--- config.mk ---
export PLATFORM = sky130hd
export DESIGN_NAME = hex_display_scanner
export DESIGN_NICKNAME = d
export VERILOG_FILES = /design/src/rtl/hex_display_scanner.sv
export SDC_FILE = /design/constraint.sdc
export NUM_CORES = 1
export LEC_CHECK = 0
export ABC_AREA = 1
export CORE_MARGIN = 1
export CORE_UTILIZATION = 40
export CTS_CLUSTER_SIZE = 28
export DETAILED_ROUTE_END_ITERATION = 10
export PLACE_DENSITY_LB_ADDON = 0.12
export SLEW_MARGIN = 20
export SYNTH_ARGS = -nofsm -noshare
export SYNTH_HDL_FRONTEND = slang
export SYNTH_SLANG_ARGS = --single-unit
--- constraint.sdc ---
create_clock -name clk -period 5.72 [get_ports clk]
set_clock_uncertainty 0.05 [all_clocks]
set_input_delay 1.144 -clock clk [delete_from_list [all_inputs] [get_ports clk]]
set_output_delay 1.144 -clock clk [all_outputs]
set_load 0.1 [all_outputs]
--- src/rtl/hex_display_scanner.sv ---
// Time-multiplexed hex driver for a bank of seven-segment digits.
// Scans one digit per REFRESH_CYCLES clocks, swaps in newly loaded values
// only on frame boundaries (no tearing), and optionally blanks leading zeros.
module hex_display_scanner #(
    parameter int DIGITS         = 4,
    parameter int REFRESH_CYCLES = 50000,
    parameter bit ACTIVE_LOW     = 1'b1
) (
    input  logic                  clk,
    input  logic                  n_reset,
    input  logic [4*DIGITS-1:0]   value,
    input  logic [DIGITS-1:0]     dp_in,
    input  logic                  load,
    input  logic                  blank_lz,
    output logic [6:0]            seg,
    output logic                  dp,
    output logic [DIGITS-1:0]     an,
    output logic                  frame_done,
    output logic                  busy
);

    localparam int PW = $clog2(REFRESH_CYCLES);
    localparam int DW = (DIGITS > 1) ? $clog2(DIGITS) : 1;
    localparam logic [PW-1:0] PRESC_MAX = PW'(REFRESH_CYCLES - 1);
    localparam logic [DW-1:0] DIGIT_MAX = DW'(DIGITS - 1);
    localparam logic          OFF       = ACTIVE_LOW;

    logic [PW-1:0]         presc_q, presc_d;
    logic [DW-1:0]         digit_q, digit_d;
    logic [4*DIGITS-1:0]   pend_val_q, pend_val_d;
    logic [DIGITS-1:0]     pend_dp_q, pend_dp_d;
    logic                  pend_flag_q, pend_flag_d;
    logic [4*DIGITS-1:0]   disp_val_q, disp_val_d;
    logic [DIGITS-1:0]     disp_dp_q, disp_dp_d;
    logic                  frame_done_q;
    logic [6:0]            seg_q, seg_d;
    logic                  dp_q, dp_d;
    logic [DIGITS-1:0]     an_q, an_d;

    logic                  tick;
    logic                  boundary;
    logic [DIGITS-1:0]     zero_from;
    logic [3:0]            nib;
    logic                  nib_dp;
    logic                  blank;
    logic [6:0]            seg_log;

    assign tick     = (presc_q == PRESC_MAX);
    assign boundary = tick && (digit_q == DIGIT_MAX);

    // Prescaler, digit index and capture/display register next-state.
    always_comb begin
        presc_d     = presc_q + PW'(1);
        digit_d     = digit_q;
        pend_val_d  = pend_val_q;
        pend_dp_d   = pend_dp_q;
        pend_flag_d = pend_flag_q;
        disp_val_d  = disp_val_q;
        disp_dp_d   = disp_dp_q;
        if (tick) begin
            presc_d = '0;
            digit_d = (digit_q == DIGIT_MAX) ? '0 : digit_q + DW'(1);
        end
        if (load) begin
            pend_val_d  = value;
            pend_dp_d   = dp_in;
            pend_flag_d = 1'b1;
        end
        // A load on the boundary edge bypasses pending and lands in display.
        if (boundary) begin
            if (load) begin
                disp_val_d  = value;
                disp_dp_d   = dp_in;
                pend_flag_d = 1'b0;
            end else if (pend_flag_q) begin
                disp_val_d  = pend_val_q;
                disp_dp_d   = pend_dp_q;
                pend_flag_d = 1'b0;
            end
        end
    end

    // Leading-zero map: zero_from[i] is set when nibbles i..DIGITS-1 are all zero.
    always_comb begin
        logic acc;
        acc       = 1'b1;
        zero_from = '0;
        for (int unsigned k = 0; k < DIGITS; k++) begin
            acc = acc & (disp_val_q[4*(DIGITS-1-k) +: 4] == 4'h0);
            zero_from[DIGITS-1-k] = acc;
        end
    end

    // Select the active digit, decode it and apply blanking/polarity.
    always_comb begin
        nib    = 4'h0;
        nib_dp = 1'b0;
        blank  = 1'b0;
        an_d   = '0;
        for (int unsigned i = 0; i < DIGITS; i++) begin
            if (digit_q == DW'(i)) begin
                nib     = disp_val_q[4*i +: 4];
                nib_dp  = disp_dp_q[i];
                blank   = blank_lz && (i != 0) && zero_from[i];
                an_d[i] = 1'b1;
            end
        end
        case (nib)
            4'h0: seg_log = 7'h3F;
            4'h1: seg_log = 7'h06;
            4'h2: seg_log = 7'h5B;
            4'h3: seg_log = 7'h4F;
            4'h4: seg_log = 7'h66;
            4'h5: seg_log = 7'h6D;
            4'h6: seg_log = 7'h7D;
            4'h7: seg_log = 7'h07;
            4'h8: seg_log = 7'h7F;
            4'h9: seg_log = 7'h6F;
            4'hA: seg_log = 7'h77;
            4'hB: seg_log = 7'h7C;
            4'hC: seg_log = 7'h39;
            4'hD: seg_log = 7'h5E;
            4'hE: seg_log = 7'h79;
            default: seg_log = 7'h71;
        endcase
        if (blank) begin
            seg_log = '0;
            nib_dp  = 1'b0;
        end
        seg_d = ACTIVE_LOW ? ~seg_log : seg_log;
        dp_d  = ACTIVE_LOW ? ~nib_dp : nib_dp;
        an_d  = ACTIVE_LOW ? ~an_d : an_d;
    end

    // State and output registers; reset leaves every output inactive.
    always_ff @(posedge clk or negedge n_reset) begin
        if (!n_reset) begin
            presc_q      <= '0;
            digit_q      <= '0;
            pend_val_q   <= '0;
            pend_dp_q    <= '0;
            pend_flag_q  <= 1'b0;
            disp_val_q   <= '0;
            disp_dp_q    <= '0;
            frame_done_q <= 1'b0;
            seg_q        <= {7{OFF}};
            dp_q         <= OFF;
            an_q         <= {DIGITS{OFF}};
        end else begin
            presc_q      <= presc_d;
            digit_q      <= digit_d;
            pend_val_q   <= pend_val_d;
            pend_dp_q    <= pend_dp_d;
            pend_flag_q  <= pend_flag_d;
            disp_val_q   <= disp_val_d;
            disp_dp_q    <= disp_dp_d;
            frame_done_q <= boundary;
            seg_q        <= seg_d;
            dp_q         <= dp_d;
            an_q         <= an_d;
        end
    end

    assign seg        = seg_q;
    assign dp         = dp_q;
    assign an         = an_q;
    assign frame_done = frame_done_q;
    assign busy       = pend_flag_q;

endmodule

# Word level (Yosys, flattened, before mapping)
# Memory sizes are Yosys's and may differ from the RTL's.
# Cells that the tools add are included.
# Widths: inputs -> output; s select.
[word_totals]
reg_bits = 72
latch_bits = 0
mem_bits_rw = 0
mem_bits_ro = 112
memories = 1
[memory_table]
columns = ["memory", "depth", "word_bits", "read_ports", "rd_ports_with_merged_regs", "write_ports", "line_no", "text"]
rows = [
  ["(name not given)", 16, 7, 1, 0, 0, "108", "case (nib)"],
]
[op_classes]
addsub = 2
n_mul = 0
div = 0
n_lt_le_gt_ge = 0
eq_ne = 4
shift = 0
mux = 27
bitwise_logic = 5
n_reduce_logical = 10
[ops]
columns = ["op", "n"]
rows = [
  ["$mux 16", 3],
  ["$mux 4", 6],
  ["$add 16x1->16 const B", 1],
  ["$eq 16x16->1 const B", 1],
  ["$mux 1", 16],
  ["$logic_not 4->1", 3],
  ["$mux 7", 1],
  ["$not 7->7", 1],
  ["$eq 2x2->1 const B", 2],
  ["$logic_and 1x1->1", 4],
  ["$not 4->4", 1],
  ["$add 2x1->2 const B", 1],
  ["$and 1x1->1", 2],
  ["$eq 2x1->1 const B", 1],
  ["$logic_not 2->1", 1],
  ["$mux 2", 1],
  ["$reduce_and 2->1", 1],
  ["$reduce_bool 2->1", 1],
  ["$not 1->1", 1],
]

# Depth between registers and ports, before layout
[depth]
ltp_word = 9
depth_mapped = 13
depth_no_buf = 13

# Worst setup path after synthesis
# OpenSTA, ideal clock, no wires.
[synth_timing]
path_kind = "reg-to-output"
startpoint = "reg pend_flag_q (netlist: busy)"
endpoint = "out busy"
arrival_ps = 893
t_required_ps = 4526
slack_ps = 3633
stages_incl_launch_ff = 1
path_buffers = 0
path_cell_list = "dfrtp_1"
[synth_lines]
columns = ["item", "line_no", "text"]
rows = [
  ["from (decl)", "32", "logic pend_flag_q, pend_flag_d;"],
  ["from (signal assigned)", "154", "pend_flag_q <= pend_flag_d;"],
  ["to (decl)", "19", "output logic busy"],
]
# No word-level cell between the ends.

# Worst setup path in the final report
[layout_timing]
startpoint = "reg an_q[3] (netlist: an[3])"
endpoint = "out an[3]"
[layout_lines]
columns = ["item", "line_no", "text"]
rows = [
  ["from (decl)", "38", "logic [DIGITS-1:0] an_q, an_d;"],
  ["from (signal assigned)", "148", "an_q <= {DIGITS{OFF}};"],
  ["from (signal assigned)", "160", "an_q <= an_d;"],
  ["to (decl)", "17", "output logic [DIGITS-1:0] an,"],
]
# No word-level cell between the ends.

==> metrics.md <==
| Metric | Value |
|---|---|
| Synth Register Bits | `72` |
| FMAX | `313.7 MHz` |
| Area leader, netlist | `dfrtp_1` |
| Slew HR | `0.3462` |
| Pin count of the biggest net entering global routing | `73` |
| Peak supply drop | `0.1024 mV` |
| Routed vias/inst | `4.868` |
| Die height | `95.59 um` |
| Vias in the first global route | `2717` |
| CTS sink cnt | `72` |
| Share of the synthesized area in the top cell type | `0.4286` |
| Crit path cell chain | `clkdlybuf4s50_1` |
| Routed Antenna Nets | `0` |
| Port buffer count | `37` |
| Post-CTS setup buffers | `0` |
| Crit path time final | `3187 ps` |
| Yosys warnings | `0` |
| Critical path startpoint category | `flop` |
| Commonest cells in the netlist | `nand2_1 (163), dfrtp_1 (60), nand3_1 (44)` |
| Critical Path AT | `1990 ps` |
| Clock Pin Slew Worst Setup and Hold Paths | `70 ps` |
| Global-route wire length before repair | `12.90 mm` |
| Setup crit end kind | `output port` |
| Total global-route track usage | `0.1864` |
| Hold Vio Cnt, Final | `0` |
| N_diodes | `0` |
| R2R depth | `11` |
| Syn_area_per_cell | `8.381 um^2` |
| CP peak stage delay | `1120 ps` |
| Hold buffer count at cts | `0` |
| Total Power | `0.9240 mW` |
| Logic pwr share | `0.050` |
| R2R setup slack | `3400 ps` |
| RSZ-0062 raised after global routing | `no` |
| Sw Ratio | `0.2314` |
| Boundary pin count | `38` |
| Worst setup path endpoint | `an[3]` |
| Synthesis-to-finish area growth | `17.00%` |
| Clk pwr share | `0.382` |
| Syn nets | `453` |
| DRT iter0 DRCs | `118` |
| Share of layout cells above drive strength 1 | `0.1126` |
| Max H-tree Level | `3` |
| Netlist Area Pre-Place | `0.003503 mm^2` |
| Final period utilization | `0.5572` |
| Worst Tran Pin Value | `977.7 ps` |
| Post-layout net count | `492` |
| Max FO, Critical Path | `1` |
| CTS Root Cell | `clkbuf_8` |
| Cts repair resizes | `0` |
| Critical path class | `reg2out` |
| Sequential fraction of design power | `0.568` |
| Worst setup path startpoint | `an[3]$_DFF_PN1_` |
| Sequential share of the synthesized area | `0.5186` |
| Cell Int Power | `0.7101 mW` |
| Vias post-DR | `2760` |
| Synth Instances | `418` |
| CTS buffer count | `9` |
| Post-route DRC | `0` |
| TritonCTS clock tree | `done` |
| Final Slew Violations | `0` |
| WL/cell | `12.60 um` |
| Initial Utilization | `0.4200` |
| Final setup fails | `0` |
| CP max stage cell | `clkdlybuf4s50_1` |
| MaxCap Viol Count | `0` |
| Die width | `95.59 um` |
| Largest cells by area after synthesis | `dfrtp_1 (43%), nand2_1 (17%), dfstp_2 (9.0%)` |
| Pwr Density | `225.4 mW/mm^2` |
| Die area | `0.009136 mm^2` |
| Clock buffer depth | `2` |
| Worst EP required | `4530 ps` |
| DR pass1 iterations | `4` |
| Post-synth ARST share | `1.000` |
| Most frequent cell after synthesis | `nand2_1` |
| Post-Route Utilization | `0.4914` |
| Reg-to-Reg Start | `digit_q[0]$_DFFE_PN0N_` |
| Initial antenna violation count | `0` |
| Psw | `0.2138 mW` |
| GPL Wtd Cong | `0.8163` |
| Final hold slack | `406.6 ps` |
| Core area | `0.008341 mm^2` |
| DP HPWL | `5.024 mm` |
| WL final | `7.147 mm` |
| Crit path depth | `1` |
| Worst-Skew Late Latency | `350 ps` |
| Number of synthesized flops with an enable pin | `0` |
| Buf+Inv Stages, Crit Path | `1` |
| Worst min path class | `reg2reg` |
| Post-synthesis cell type count | `37` |
| FP Rows | `33` |
| Overflow left after global routing | `0` |
| Worst r2r dst | `seg[3]$_DFF_PN1_` |
| Placed cell area | `0.003936 mm^2` |
| Post-route design area | `0.004099 mm^2` |
| Status | `completed` |
| TNS Setup | `0 ps` |
| Pleak | `2.140 nW` |
| Delay-heaviest family, CP | `buffers and inverters` |
| Ys flop type | `dfrtp_1` |
placed cells by master, fill, tap and decap left out, types with 4 or more instances in the layout:
cell	netlist	layout
clkdlybuf4s50_1	0	36
nor2_1	25	25
nand2_2	5	5
clkbuf_1	6	4
dfstp_2	12	12
xor2_1	6	6
inv_2	9	9
nand2_1	163	163
nor3_1	6	6
nand4_1	5	5
inv_1	26	26
clkbuf_8	0	10
nand3_1	44	44
ha_1	11	11
dfrtp_1	60	60
a21oi_1	7	7
registers in the layout, summed over array words and instances, names as in the netlist:
signal and count:
disp_val_q 16, pend_dp_q 4, frame_done 1, pend_val_q 16
busy 1, an 4, seg 7, presc_q 16
digit_q 2, disp_dp_q 4, dp 1
worst min-delay path by stage:
stage,from,to,depth (start not counted)
detailed placement,presc_q[0]$_DFF_PN0_,presc_q[0]$_DFF_PN0_,1
global route,disp_val_q[0]$_DFFE_PN0P_,disp_val_q[0]$_DFFE_PN0P_,2
CTS,presc_q[0]$_DFF_PN0_,presc_q[0]$_DFF_PN0_,1
floorplan,presc_q[0]$_DFF_PN0_,presc_q[0]$_DFF_PN0_,1
global placement,presc_q[0]$_DFF_PN0_,presc_q[0]$_DFF_PN0_,1
finish,presc_q[0]$_DFF_PN0_,presc_q[0]$_DFF_PN0_,1
metrics by stage:
step,setup slack [ps],cells
floorplan,3633,418
global placement,2594,551
detailed placement,2528,551
CTS,2509,567
global route,2487,567
finish,2533,567
cell families (layout without fill, tap and decap cells):
kind of cell    after synthesis  count (layout)  synth area share
buf+inv                      47              91           0.06178
flops                        72              72            0.5186
simple gates                262             262            0.3293
compound gates               20              20           0.03607
xor+xnor                      6               6           0.01500
fa+ha+maj                    11              11           0.03929
power by group through the flow:
stage                     combinational (mW)  sequential (mW)  clock (mW)
after floorplan                       0.0173            0.534           0
after global placement                0.0467            0.534           0
after detailed placement              0.0477            0.534           0
after CTS                             0.0477            0.525       0.362
after global routing                  0.0539            0.526       0.386
final                                 0.0462            0.525       0.353
cell type report:
| cell class | instances | area, um^2 |
|---|---|---|
| multi-input cells | 299 | 1470 |
| clock buffers | 14 | 152.6 |
| clock inverters | 2 | 10.01 |
| flip-flops and latches | 72 | 1817 |
| fillers | 829 | 4242 |
| repair buffers | 39 | 380.4 |
| well taps | 105 | 131.4 |
| inverters | 36 | 137.6 |
metal layers:
layer  GRT usage  vias to the layer above  part of all wire
met5           0                        -                 0
met2      0.2833                       71              0.44
li1            -                     1403                 -
met4     0.08831                        0             0.026
met1      0.2506                     1270              0.49
met3     0.04306                       16             0.044
(Power assumes the default switching activity.)
